===== config.mk =====
export PLATFORM = sky130hd
export DESIGN_NAME = background_palette_fader
export DESIGN_NICKNAME = d
export VERILOG_FILES = /design/src/rtl/bg_palette_pkg.sv /design/src/rtl/bg_fade_ctrl.sv /design/src/rtl/background_palette_fader.sv
export SDC_FILE = /design/constraint.sdc
export NUM_CORES = 1
export LEC_CHECK = 0
export BUFFER_PORTS_ARGS = -buffer_cell sky130_fd_sc_hd__buf_2
export CAP_MARGIN = 20
export CORE_UTILIZATION = 55
export CTS_BUF_LIST = sky130_fd_sc_hd__clkbuf_8
export DETAILED_ROUTE_END_ITERATION = 10
export PLACE_DENSITY = 0.79
export RECOVER_POWER = 100
export SLEW_MARGIN = 20
export SYNTH_ARGS = -nofsm -noshare
export SYNTH_HDL_FRONTEND = slang
export SYNTH_SLANG_ARGS = --single-unit

===== constraint.sdc =====
create_clock -name clk -period 4.8 [get_ports clk]
set_clock_uncertainty 0.05 [all_clocks]
set_input_delay 0.48 -clock clk [delete_from_list [all_inputs] [get_ports clk]]
set_output_delay 0.48 -clock clk [all_outputs]
set_load 0.005 [all_outputs]

===== src/rtl/bg_palette_pkg.sv =====
// Shared types and helpers for the background palette and its fade engine.
package bg_palette_pkg;

  // Commands accepted on the fade command strobe.
  typedef enum logic [1:0] {
    CMD_NONE     = 2'd0,
    CMD_FADE_OUT = 2'd1,
    CMD_FADE_IN  = 2'd2,
    CMD_ABORT    = 2'd3
  } fade_cmd_e;

  // Fade engine states.
  typedef enum logic [1:0] {
    ST_IDLE     = 2'd0,
    ST_FADE_OUT = 2'd1,
    ST_FADE_IN  = 2'd2
  } fade_state_e;

  // Hand-picked grey ramp used when the palette is 16 entries of 4-bit channels.
  localparam int DEFAULT_GREY_4X4 [16] = '{15, 2, 8, 13, 5, 11, 0, 7,
                                           9, 3, 14, 12, 2, 6, 10, 1};

  // Brightness level that maps every channel onto itself.
  function automatic int full_level(input int level_w);
    return 1 << level_w;
  endfunction

  // Grey value loaded into palette entry idx at reset.
  function automatic int default_grey(input int idx, input int index_w, input int ch_w);
    int num_entries;
    num_entries = 1 << index_w;
    if (index_w == 4 && ch_w == 4 && idx >= 0 && idx < 16) begin
      return DEFAULT_GREY_4X4[idx];
    end
    if (num_entries < 2) begin
      return 0;
    end
    return (idx * ((1 << ch_w) - 1)) / (num_entries - 1);
  endfunction

endpackage


===== src/rtl/bg_fade_ctrl.sv =====
// Fade engine: state machine, frame counter and brightness level register.
module bg_fade_ctrl
  import bg_palette_pkg::*;
#(
  parameter int LEVEL_W         = 4,
  parameter int FRAMES_PER_STEP = 2
) (
  input  logic             clk,
  input  logic             reset,
  input  logic             frame_start,
  input  logic [1:0]       fade_cmd,
  input  logic             fade_cmd_valid,
  output logic             fade_busy,
  output logic [LEVEL_W:0] fade_level
);

  localparam int LVL_W = LEVEL_W + 1;
  localparam logic [LEVEL_W:0] FULL = LVL_W'(full_level(LEVEL_W));
  localparam int CNT_W = (FRAMES_PER_STEP > 1) ? $clog2(FRAMES_PER_STEP) : 1;
  localparam logic [CNT_W-1:0] CNT_LAST = CNT_W'(FRAMES_PER_STEP - 1);

  fade_state_e      state_q, state_d;
  logic [CNT_W-1:0] cnt_q, cnt_d;
  logic [LEVEL_W:0] level_q, level_d;
  logic [LEVEL_W:0] level_step;
  logic             busy_q;
  fade_cmd_e        cmd;
  logic             abort, want_out, want_in;

  assign cmd      = fade_cmd_e'(fade_cmd);
  assign abort    = fade_cmd_valid && (cmd == CMD_ABORT);
  assign want_out = fade_cmd_valid && (cmd == CMD_FADE_OUT);
  assign want_in  = fade_cmd_valid && (cmd == CMD_FADE_IN);

  // Level after one step in the direction of the active fade.
  assign level_step = (state_q == ST_FADE_OUT) ? level_q - 1'b1 : level_q + 1'b1;

  // Next-state logic: abort overrides everything, start commands only count in IDLE.
  always_comb begin
    // NOTE: every signal gets a default first so no path leaves it unassigned (no latch).
    state_d = state_q;
    cnt_d   = cnt_q;
    level_d = level_q;
    if (abort) begin
      state_d = ST_IDLE;
      cnt_d   = '0;
    end else begin
      case (state_q)
        ST_IDLE: begin
          if (want_out && level_q != '0) begin
            state_d = ST_FADE_OUT;
            cnt_d   = '0;
          end else if (want_in && level_q != FULL) begin
            state_d = ST_FADE_IN;
            cnt_d   = '0;
          end
        end
        ST_FADE_OUT, ST_FADE_IN: begin
          if (frame_start) begin
            if (cnt_q == CNT_LAST) begin
              cnt_d   = '0;
              level_d = level_step;
              if ((state_q == ST_FADE_OUT && level_step == '0) ||
                  (state_q == ST_FADE_IN && level_step == FULL)) begin
                state_d = ST_IDLE;
              end
            end else begin
              cnt_d = cnt_q + 1'b1;
            end
          end
        end
        default: state_d = ST_IDLE;
      endcase
    end
  end

  // State, counter, level and busy flag registers.
  always_ff @(posedge clk) begin
    // NOTE: sequential state uses non-blocking assignments so all flops update together.
    if (reset) begin
      state_q <= ST_IDLE;
      cnt_q   <= '0;
      level_q <= FULL;
      busy_q  <= 1'b0;
    end else begin
      state_q <= state_d;
      cnt_q   <= cnt_d;
      level_q <= level_d;
      busy_q  <= (state_d != ST_IDLE);
    end
  end

  assign fade_busy  = busy_q;
  assign fade_level = level_q;

endmodule


===== src/rtl/background_palette_fader.sv =====
// Programmable background palette with a 2-stage lookup and frame-synchronised fade.
module background_palette_fader
  import bg_palette_pkg::*;
#(
  parameter int INDEX_W         = 4,
  parameter int CH_W            = 4,
  parameter int LEVEL_W         = 4,
  parameter int FRAMES_PER_STEP = 2
) (
  input  logic               clk,
  input  logic               reset,
  input  logic [INDEX_W-1:0] index,
  input  logic               pix_valid_in,
  output logic [CH_W-1:0]    red,
  output logic [CH_W-1:0]    green,
  output logic [CH_W-1:0]    blue,
  output logic               pix_valid_out,
  input  logic               wr_en,
  input  logic [INDEX_W-1:0] wr_addr,
  input  logic [3*CH_W-1:0]  wr_data,
  input  logic               frame_start,
  input  logic [1:0]         fade_cmd,
  input  logic               fade_cmd_valid,
  output logic               fade_busy,
  output logic [LEVEL_W:0]   fade_level
);

  localparam int NUM_ENTRIES = 2 ** INDEX_W;
  localparam int RGB_W       = 3 * CH_W;
  localparam int PROD_W      = CH_W + LEVEL_W + 1;

  logic [RGB_W-1:0] palette [NUM_ENTRIES];
  logic [RGB_W-1:0] s1_rgb;
  logic             s1_valid;

  // Reset value of one palette entry: the default grey on all three channels.
  function automatic logic [RGB_W-1:0] default_entry(input int idx);
    logic [CH_W-1:0] grey;
    grey = CH_W'(default_grey(idx, INDEX_W, CH_W));
    return {3{grey}};
  endfunction

  // Brightness scaling: (c * level) >> LEVEL_W, exact identity at FULL.
  function automatic logic [CH_W-1:0] scale(input logic [CH_W-1:0] c,
                                            input logic [LEVEL_W:0] lvl);
    logic [PROD_W-1:0] prod;
    prod = PROD_W'(c) * PROD_W'(lvl);
    return CH_W'(prod >> LEVEL_W);
  endfunction

  bg_fade_ctrl #(
    .LEVEL_W         (LEVEL_W),
    .FRAMES_PER_STEP (FRAMES_PER_STEP)
  ) u_fade_ctrl (
    .clk            (clk),
    .reset          (reset),
    .frame_start    (frame_start),
    .fade_cmd       (fade_cmd),
    .fade_cmd_valid (fade_cmd_valid),
    .fade_busy      (fade_busy),
    .fade_level     (fade_level)
  );

  // Palette storage: reloads the default table on reset, otherwise takes CPU writes.
  always_ff @(posedge clk) begin
    // NOTE: the palette must come back to its defaults on reset, so it is built from
    // resettable flops rather than a RAM macro (RAM contents cannot be reset).
    if (reset) begin
      for (int i = 0; i < NUM_ENTRIES; i++) begin
        palette[i] <= default_entry(i);
      end
    end else if (wr_en) begin
      palette[wr_addr] <= wr_data;
    end
  end

  // Stage 1: palette read; sees pre-write contents on a same-cycle write.
  always_ff @(posedge clk) begin
    if (reset) begin
      s1_rgb   <= '0;
      s1_valid <= 1'b0;
    end else begin
      s1_rgb   <= palette[index];
      s1_valid <= pix_valid_in;
    end
  end

  // Stage 2: brightness scaling with the current fade level, blanked when invalid.
  always_ff @(posedge clk) begin
    if (reset) begin
      red           <= '0;
      green         <= '0;
      blue          <= '0;
      pix_valid_out <= 1'b0;
    end else begin
      pix_valid_out <= s1_valid;
      if (s1_valid) begin
        red   <= scale(s1_rgb[2*CH_W +: CH_W], fade_level);
        green <= scale(s1_rgb[CH_W +: CH_W], fade_level);
        blue  <= scale(s1_rgb[0 +: CH_W], fade_level);
      end else begin
        red   <= '0;
        green <= '0;
        blue  <= '0;
      end
    end
  end

endmodule


==> impl_metrics.env, run 1 <==
export IMPL_utilization=0.613
export IMPL_dr_first_iter_drc_count=534
export IMPL_clock_latency_ns=0.53
export IMPL_routed_wirelength_mm=24.6
export IMPL_tightest_slew_ns=1.93
export IMPL_worstReg2RegEnd="blue[3]"
export IMPL_rsz0062_at_grt="no"
export IMPL_syn_to_final_growth_pct=9.30
export IMPL_cts_buffers=38
export IMPL_cts_sinks=227
export IMPL_worst_path_most_repeated_cell="clkbuf_1"
export IMPL_syn_instance_count=857
export IMPL_synth_most_common_cell="edfxtp_1"
export IMPL_path_clk_slew_ns=0.06
export IMPL_numPortBuffers=46
export IMPL_async_flop_share=0
export IMPL_cts_tree="built"
export IMPL_p_leak_nw=4.41
export IMPL_die_area_sq_um=21200
export IMPL_synth_edff_count=192
export IMPL_synth_common_cells="edfxtp_1 (192), and2_1 (70), nand2_1 (68)"
export IMPL_yosysUniqueCellTypes=44
export IMPL_dr_pass1_iters=5
export IMPL_status="finished with violations"
export IMPL_htree_levels=2
export IMPL_synth_fp_nets=934
export IMPL_failed_checks="max-capacitance violations, max-slew violations"
export IMPL_die_h_um=146
export IMPL_worst_ep_required_time_ns=4.88
export IMPL_track_usage=0.240
export IMPL_slew_violations=89
export IMPL_power_per_cell_area_nw_per_um2=348
export IMPL_hold_path_depth=2
export IMPL_worst_setup_path_type="in2reg"
export IMPL_hold_end="palette[10][10]"
export IMPL_crit_path_end_kind="flip-flop"
export IMPL_synth_area_leaders="edfxtp_1 (51%), mux4_2 (12%), dfxtp_1 (6.2%)"
export IMPL_grt_max_degree=49
export IMPL_start_util=0.561
export IMPL_yosysWarnings=0
export IMPL_grt_pass1_wl_mm=38.5
export IMPL_cp_max_fo=39
export IMPL_drive_above_1_share=0.167
export IMPL_cts_root_buf="clkbuf_8"
export IMPL_drv_cap=2
export IMPL_fin_nets=969
export IMPL_first_global_vias=7033
export IMPL_setup_viol_count_final=0
export IMPL_ant_nets=0
export IMPL_ctsLongestPathBuffers=3
export IMPL_setup_tns_ns=0
export IMPL_hold_path_class="in2reg"
export IMPL_overflow=0
export IMPL_yosys_area_top_type_share=0.508
export IMPL_layout_min_cycle_time_ns=3.59
export IMPL_synth_avg_cell_area_sq_um=13.2
export IMPL_cp_arrival_ns=3.67
export IMPL_cpPeakStageDelay_ns=1.24
export IMPL_relSlewSlack=-0.284
export IMPL_r2r_start="u_fade_ctrl.fade_level[2]"
export IMPL_ys_flop_type="edfxtp_1"
export IMPL_cp_slowest_cell="clkbuf_1"
export IMPL_drc_errors=0
export IMPL_seq_area_frac_synth=0.569
export IMPL_fp_coreArea_sq_um=20200
export IMPL_postCtsResizedCells=0
export IMPL_gp_congestion=0.833
export IMPL_io_pins=47
export IMPL_rr_worst_depth=11
export IMPL_hpwl_mm=15.9
export IMPL_syn_area_sq_um=11400
export IMPL_cp_startpoint="reset"
export IMPL_min_delay_start="wr_data[10]"
export IMPL_post_cts_buffers=0
export IMPL_routedWlPerCell_um=20.7
export IMPL_vias_per_cell=5.89
export IMPL_period_share=0.748
export IMPL_startpoint_type="primary input"
export IMPL_crit_chain="clkbuf_1 > nor2b_1 > nand3_1 > clkbuf_1 > nor2_1 > or2_0"
export IMPL_synth_seq_cells=227
export IMPL_fp_dieW_um=146
export IMPL_ctsHoldBuffers=0
export IMPL_antenna_found_initial=3
export IMPL_rrSetupSlack_ns=1.29
export IMPL_peakVddDrop_uv=324
export IMPL_finalHoldViolCount=0
export IMPL_fmax_mhz=278
export IMPL_placementRows=52
export IMPL_vias=7009
export IMPL_synth_top_cell_by_area="edfxtp_1"
## registers in the layout, indices dropped and copies added (netlist names)
signal and cells:
pix_valid_out 1, s1_valid 1, u_fade_ctrl.fade_level 5, u_fade_ctrl.state_q 2, palette 192, u_fade_ctrl.fade_busy 1
red 4, green 4, s1_rgb 12, blue 4, u_fade_ctrl.cnt_q 1
## cell type report
type | instances | area (sq um)
antenna | 2 | 5.00
fill | 1566 | 7820
clock buffer | 38 | 523
tap | 270 | 338
sequential | 227 | 6470
multi-input combinational | 531 | 4490
clock inverter | 28 | 173
timing repair buffer | 58 | 280
inverter | 36 | 135
## routing by layer
metal | track usage | wire, um | up-vias
met3 | 0.0492 | 2260 | 47
li1 | - | - | 3181
met4 | 0.0826 | 642 | 2
met5 | 0 | 18 | -
met1 | 0.316 | 9580 | 3485
met2 | 0.397 | 12100 | 294
## cell families (layout without fill, tap and decap cells)
logic type | after synthesis | count (layout) | synth area share
and+or+nand+nor | 353 | 353 | 0.169
DFF | 227 | 227 | 0.569
buffers and inverters | 99 | 160 | 0.0353
muxes | 62 | 62 | 0.121
adders and majority gates | 49 | 49 | 0.0639
AOI/OAI and AO/OA | 42 | 42 | 0.0226
xor gates and xnor gates | 25 | 25 | 0.0193
other | 0 | 2 | 0
## cell usage in the layout (no fill, tap or decap), drive strengths merged, types with 35 or more instances in the layout
cell / n
edfxtp: 192
and2: 70
nand2: 68
mux4: 60
clkbuf: 57
inv: 49
or3: 48
nor3: 42
buf: 39
nor2: 37
dfxtp: 35
## report_power, final
group | internal, mW | switching (mW)
logic | 0.177 | 0.243
registers | 2.25 | 0.0445
clock network | 0.850 | 0.753
total | 3.28 | 1.04
## metrics by stage
step                instance area (sq um)  instances  total power, mW  worst slack, ns  hold WS, ns
finish                              12400       1190             4.32             1.21        0.179
global route                        12400       1188             4.45            0.919        0.180
CTS                                 12400       1188             4.34             1.29        0.156
detailed placement                  11800       1122             2.75             1.31        0.452
global placement                    11800       1122             2.74             1.43        0.440
floorplan                           11400        857             2.61             1.42        0.410
## worst max-delay path, delay by kind of cell
family                 cells  cell delay [ns]
buffers and inverters      2             1.79
AND/OR/NAND/NOR            4             1.38
## worst max path at each step
stage / cells past startpoint / slack (ns) / endpoint
2_1_floorplan: 13 / 1.42 / blue[3]
3_3_place_gp: 11 / 1.43 / blue[3]
3_5_place_dp: 11 / 1.31 / green[3]
4_1_cts: 11 / 1.29 / green[3]
5_1_grt: 6 / 0.92 / palette[4][6]
6_report: 6 / 1.21 / palette[15][7]
No activity file was read; power rests on OpenSTA's default activity.
==> inputs of run 2 (changes only) <==
--- a/config.mk
+++ b/config.mk
@@ -10,7 +10,7 @@
 export CORE_UTILIZATION = 55
 export CTS_BUF_LIST = sky130_fd_sc_hd__clkbuf_8
 export DETAILED_ROUTE_END_ITERATION = 10
-export PLACE_DENSITY = 0.79
+export PLACE_DENSITY = 0.82
 export RECOVER_POWER = 100
 export SLEW_MARGIN = 20
 export SYNTH_ARGS = -nofsm -noshare
==> constraint.sdc (replaced) <==
create_clock -name clk -period 3.29 [get_ports clk]
set_clock_uncertainty 0.05 [all_clocks]
set_input_delay 0.329 -clock clk [delete_from_list [all_inputs] [get_ports clk]]
set_output_delay 0.329 -clock clk [all_outputs]
set_load 0.005 [all_outputs]
==> run 2 against run 1 <==
Compared with the run above:
- the run still ends with max-capacitance violations, max-slew violations left
- largest cell class unchanged
- routed wire length up 2.0%
- critical path depth up 5
- critical endpoint is now green[3]
- cell area up 1.0%
- clock power up 44%
==> impl_metrics.env, run 2 (synthesized netlist as in run 1, its figures left out) <==
export IMPL_status="finished with violations"
export IMPL_failed_checks="max-capacitance violations, max-slew violations"
export IMPL_cts_buffers=39
export IMPL_tightest_slew_ns=1.68
export IMPL_drive_above_1_share=0.175
export IMPL_crit_chain="nand2_1 > fa_1 > fa_1 > inv_1 > ha_1 > and4_1 > a21o_1 > a21oi_1 > o21ai_0 > xnor2_1 > nor2_1"
export IMPL_fin_nets=991
export IMPL_cts_sinks=227
export IMPL_dr_first_iter_drc_count=456
export IMPL_place_area_sq_um=11900
export IMPL_fin_area_sq_um=12500
export IMPL_crit_path_end_kind="flip-flop"
export IMPL_p_leak_nw=4.50
export IMPL_overflow=0
export IMPL_p_total_mw=6.27
export IMPL_first_global_vias=7298
export IMPL_post_cts_buffers=0
export IMPL_worst_setup_path_type="reg2reg"
export IMPL_drv_cap=1
export IMPL_antenna_found_initial=2
export IMPL_grt_max_degree=49
export IMPL_nFillCells=1537
export IMPL_routedWlPerCell_um=20.7
export IMPL_fp_coreArea_sq_um=20200
export IMPL_worst_path_buf_inv=1
export IMPL_setup_tns_ns=0
export IMPL_grt_pass1_wl_mm=39.1
export IMPL_dr_pass1_iters=4
export IMPL_finalHoldViolCount=0
export IMPL_htree_levels=2
export IMPL_crit_family="adder cells"
export IMPL_relSlewSlack=-0.122
export IMPL_die_area_sq_um=21200
export IMPL_cts_tree="built"
export IMPL_place_ws_ns=0.0867
export IMPL_hold_path_class="in2reg"
export IMPL_vias_per_cell=5.87
export IMPL_placementRows=52
export IMPL_utilization=0.620
export IMPL_io_pins=47
export IMPL_cpPeakStageDelay_ns=0.49
export IMPL_rsz0062_at_grt="no"
export IMPL_power_per_cell_area_nw_per_um2=501
export IMPL_final_common_cell="edfxtp_1"
export IMPL_layout_min_cycle_time_ns=3.10
export IMPL_slew_violations=32
export IMPL_largest_reg_flops=192
export IMPL_numPortBuffers=46
export IMPL_cts_root_buf="clkbuf_8"
export IMPL_cp_arrival_ns=3.46
export IMPL_vias=7115
export IMPL_die_h_um=146
export IMPL_start_util=0.561
export IMPL_clock_latency_ns=0.55
export IMPL_cp_max_fo=9
export IMPL_fp_dieW_um=146
export IMPL_layout_common_cells="edfxtp_1 (192), nand2_1 (68), mux4_2 (60)"
export IMPL_cp_slowest_cell="fa_1"
export IMPL_ant_nets=0
export IMPL_hpwl_mm=16.6
export IMPL_fin_ws_ns=0.189
export IMPL_ctsLongestPathBuffers=3
export IMPL_routed_wirelength_mm=25.1
export IMPL_period_share=0.942
export IMPL_diodes=0
export IMPL_syn_to_final_growth_pct=10.4
export IMPL_largest_register="palette"
export IMPL_worst_ep_required_time_ns=3.65
export IMPL_track_usage=0.245
export IMPL_path_clk_slew_ns=0.06
export IMPL_peakVddDrop_uv=342
export IMPL_startpoint_type="flip-flop"
export IMPL_gp_congestion=0.852
export IMPL_worst_path_most_repeated_cell="fa_1"
export IMPL_drc_errors=0
export IMPL_fmax_mhz=323
export IMPL_setup_viol_count_final=0
run 2: layer usage:
metal,share of wire,track usage,vias up
met5,0.0012,0,-
met4,0.027,0.104,4
met3,0.088,0.0536,54
met2,0.50,0.406,324
li1,-,-,3230
met1,0.39,0.312,3503
run 2: final timing paths:
| check | startpoint | end | slack [ns] | depth (start not counted) |
|---|---|---|---|---|
| worst min register to register | u_fade_ctrl.cnt_q | u_fade_ctrl.cnt_q | 0.46 | 2 |
| worst max register to register | u_fade_ctrl.fade_level[1] | green[3] | 0.19 | 11 |
| worst min-delay path | wr_data[8] | palette[5][8] | 0.05 | 2 |
| worst max-delay path | u_fade_ctrl.fade_level[1] | green[3] | 0.19 | 11 |
run 2: metrics by stage:
step / instances / hold WS [ns]
6_report: 1212 / 0.0515
5_1_grt: 1212 / 0.0568
4_1_cts: 1212 / 0.0195
3_5_place_dp: 1139 / 0.463
3_3_place_gp: 1139 / 0.438
2_1_floorplan: 857 / 0.407
run 2: where the power goes:
part / internal (mW) / switching (mW) / total, mW
logic: 0.262 / 0.355 / 0.616
registers: 3.28 / 0.0621 / 3.35
clock network: 1.19 / 1.12 / 2.31
total: 4.74 / 1.54 / 6.27
run 2: repair_timing:
action,CTS,global route
setup endpoints to repair,0,4
hold endpoints to repair,4,0
hold buffers,4,0
resized for setup,0,2
run 2: final cells by class:
| class | count | area, sq um | area share |
|---|---|---|---|
| clock buffer | 39 | 537 | 0.0428 |
| clock inverter | 30 | 159 | 0.0127 |
| inverter | 36 | 135 | 0.0108 |
| multi-input combinational | 531 | 4490 | 0.358 |
| sequential | 227 | 6470 | 0.516 |
| tap | 270 | 338 | 0.0269 |
| timing repair buffer | 79 | 409 | 0.0326 |
run 2: worst reg2reg max path, delay by kind of cell, from the launching register on:
kind | cells | cell delay, ns
AOI/OAI and AO/OA | 3 | 0.62
xor gates and xnor gates | 1 | 0.20
adders and majority gates | 3 | 1.23
buffers and inverters | 1 | 0.05
DFF | 1 | 0.48
and+or+nand+nor | 3 | 0.37
==> inputs of run 3 (changes only) <==
--- a/config.mk
+++ b/config.mk
@@ -5,8 +5,10 @@
 export SDC_FILE = /design/constraint.sdc
 export NUM_CORES = 1
 export LEC_CHECK = 0
+export ABC_AREA = 0
 export BUFFER_PORTS_ARGS = -buffer_cell sky130_fd_sc_hd__buf_2
 export CAP_MARGIN = 20
+export CORE_MARGIN = 2
 export CORE_UTILIZATION = 55
 export CTS_BUF_LIST = sky130_fd_sc_hd__clkbuf_8
 export DETAILED_ROUTE_END_ITERATION = 10
==> run 3 against run 2 <==
Compared with the run above:
- the run still ends with max-capacitance violations, max-slew violations left
- flip-flop and latch count stayed put
- maximum frequency is 2.1% higher
- sequential share of layout area hardly changed
- count of clock-buffer cells in the layout is 1 higher
- routed wire length is 3.7% higher
- sequential power hardly changed
- worst setup slack better by 0.064 ns
- critical path type unchanged
==> impl_metrics.env, run 3 (synthesized netlist as in run 1, its figures left out) <==
export IMPL_status="finished with violations"
export IMPL_failed_checks="max-capacitance violations, max-slew violations"
export IMPL_largest_reg_flops=192
export IMPL_overflow=0
export IMPL_fin_nets=993
export IMPL_hold_ws_ns=0.0518
export IMPL_io_pins=47
export IMPL_min_delay_start="wr_data[8]"
export IMPL_start_util=0.561
export IMPL_instances_no_fill=1214
export IMPL_dr_first_iter_drc_count=520
export IMPL_hold_path_class="in2reg"
export IMPL_drt_met1_wl_mm=9.87
export IMPL_cp_arrival_ns=3.39
export IMPL_first_global_vias=7428
export IMPL_final_common_cell="edfxtp_1"
export IMPL_cts_sinks=227
export IMPL_power_per_cell_area_nw_per_um2=496
export IMPL_clock_latency_ns=0.55
export IMPL_worst_setup_path_type="reg2reg"
export IMPL_tightest_slew_ns=1.88
export IMPL_rsz0062_at_grt="no"
export IMPL_drv_cap=1
export IMPL_cts_buffers=39
export IMPL_crit_chain="nand2_1 > fa_1 > fa_1 > inv_1 > ha_1 > and4_1 > a21o_1 > a21oi_1 > o21ai_0 > xnor2_1 > nor2_1"
export IMPL_finalHoldViolCount=0
export IMPL_fin_area_sq_um=12500
export IMPL_placementRows=52
export IMPL_ant_nets=0
export IMPL_place_area_sq_um=11900
export IMPL_cts_tree="built"
export IMPL_layout_min_cycle_time_ns=3.04
export IMPL_startpoint_type="flip-flop"
export IMPL_htree_levels=2
export IMPL_layout_common_cells="edfxtp_1 (192), nand2_1 (68), mux4_2 (60)"
export IMPL_cts_root_buf="clkbuf_8"
export IMPL_top_layer_used="met5"
export IMPL_antenna_found_initial=1
export IMPL_cp_max_fo=10
export IMPL_grt_pass1_wl_mm=40.9
export IMPL_vias=7156
export IMPL_die_h_um=148
export IMPL_hold_path_depth=2
export IMPL_utilization=0.620
export IMPL_r2r_start="u_fade_ctrl.fade_level[2]"
export IMPL_place_inst=1141
export IMPL_gp_congestion=0.833
export IMPL_drive_above_1_share=0.175
export IMPL_cp_startpoint="u_fade_ctrl.fade_level[2]"
export IMPL_worst_path_most_repeated_cell="fa_1"
export IMPL_fp_coreArea_sq_um=20200
export IMPL_largest_register="palette"
export IMPL_cp_slowest_cell="fa_1"
export IMPL_rrSetupSlack_ns=0.25
export IMPL_relSlewSlack=-0.256
export IMPL_cpPeakStageDelay_ns=0.50
export IMPL_setup_viol_count_final=0
export IMPL_met3_length_mm=2.30
export IMPL_syn_to_final_growth_pct=10.5
export IMPL_grt_max_degree=38
export IMPL_numPortBuffers=46
export IMPL_peakVddDrop_uv=396
export IMPL_die_area_sq_um=21800
export IMPL_routedWlPerCell_um=21.4
export IMPL_setup_tns_ns=0
export IMPL_rr_worst_depth=11
export IMPL_p_leak_nw=4.48
export IMPL_drc_errors=0
export IMPL_worst_ep_required_time_ns=3.64
export IMPL_track_usage=0.248
export IMPL_routed_wirelength_mm=26.0
export IMPL_path_clk_slew_ns=0.06
export IMPL_hpwl_mm=17.2
export IMPL_slew_violations=38
export IMPL_fmax_mhz=329
export IMPL_period_share=0.923
export IMPL_wl_met2_mm=13.4
export IMPL_vias_per_cell=5.89
export IMPL_fp_dieW_um=148
export IMPL_crit_path_end_kind="flip-flop"
export IMPL_ctsLongestPathBuffers=3
export IMPL_dr_pass1_iters=5
run 3: through the flow:
stage          setup WS (ns)  power (mW)
5_1_grt               0.0618        6.47
6_report               0.253        6.23
3_5_place_dp           0.124        4.04
2_1_floorplan         0.0200        3.81
4_1_cts                0.110        6.28
3_3_place_gp           0.262        4.01
run 3: path summary, 6_finish.rpt:
check,endpoint
max,green[3]
min reg2reg,u_fade_ctrl.cnt_q
min,palette[5][8]
max reg2reg,green[3]
run 3: where the power goes:
part / switching, mW / internal [mW]
Clock: 1.12 / 1.13
Combinational: 0.363 / 0.264
Sequential: 0.0626 / 3.28
Total: 1.55 / 4.68
run 3: area by class of cell:
cell class | count | area [sq um]
antenna | 1 | 2.50
clock buffer | 40 | 551
clock inverter | 28 | 128
fill | 1567 | 7680
inverter | 36 | 135
multi-input combinational | 531 | 4490
sequential | 227 | 6470
tap | 270 | 338
timing repair buffer | 81 | 435
run 3: worst max-delay path, delay by kind of cell (launching register included):
family	cells	cell delay (ns)
adders and majority gates	3	1.24
AOI/OAI and AO/OA	3	0.62
DFF	1	0.41
and+or+nand+nor	3	0.34
xor gates and xnor gates	1	0.20
buffers and inverters	1	0.04
run 3: timing repair:
item	CTS	global route
buffers inserted	0	0
endpoints found under the hold margin	4	0
hold buffers	4	0
endpoints found under the setup margin	0	4
resized for setup	0	3
run 3: metal layers:
| metal | vias to the layer above | GRT usage |
|---|---|---|
| met5 | - | 0 |
| met3 | 38 | 0.0543 |
| met4 | 2 | 0.0663 |
| met1 | 3539 | 0.323 |
| met2 | 330 | 0.426 |
| li1 | 3247 | - |
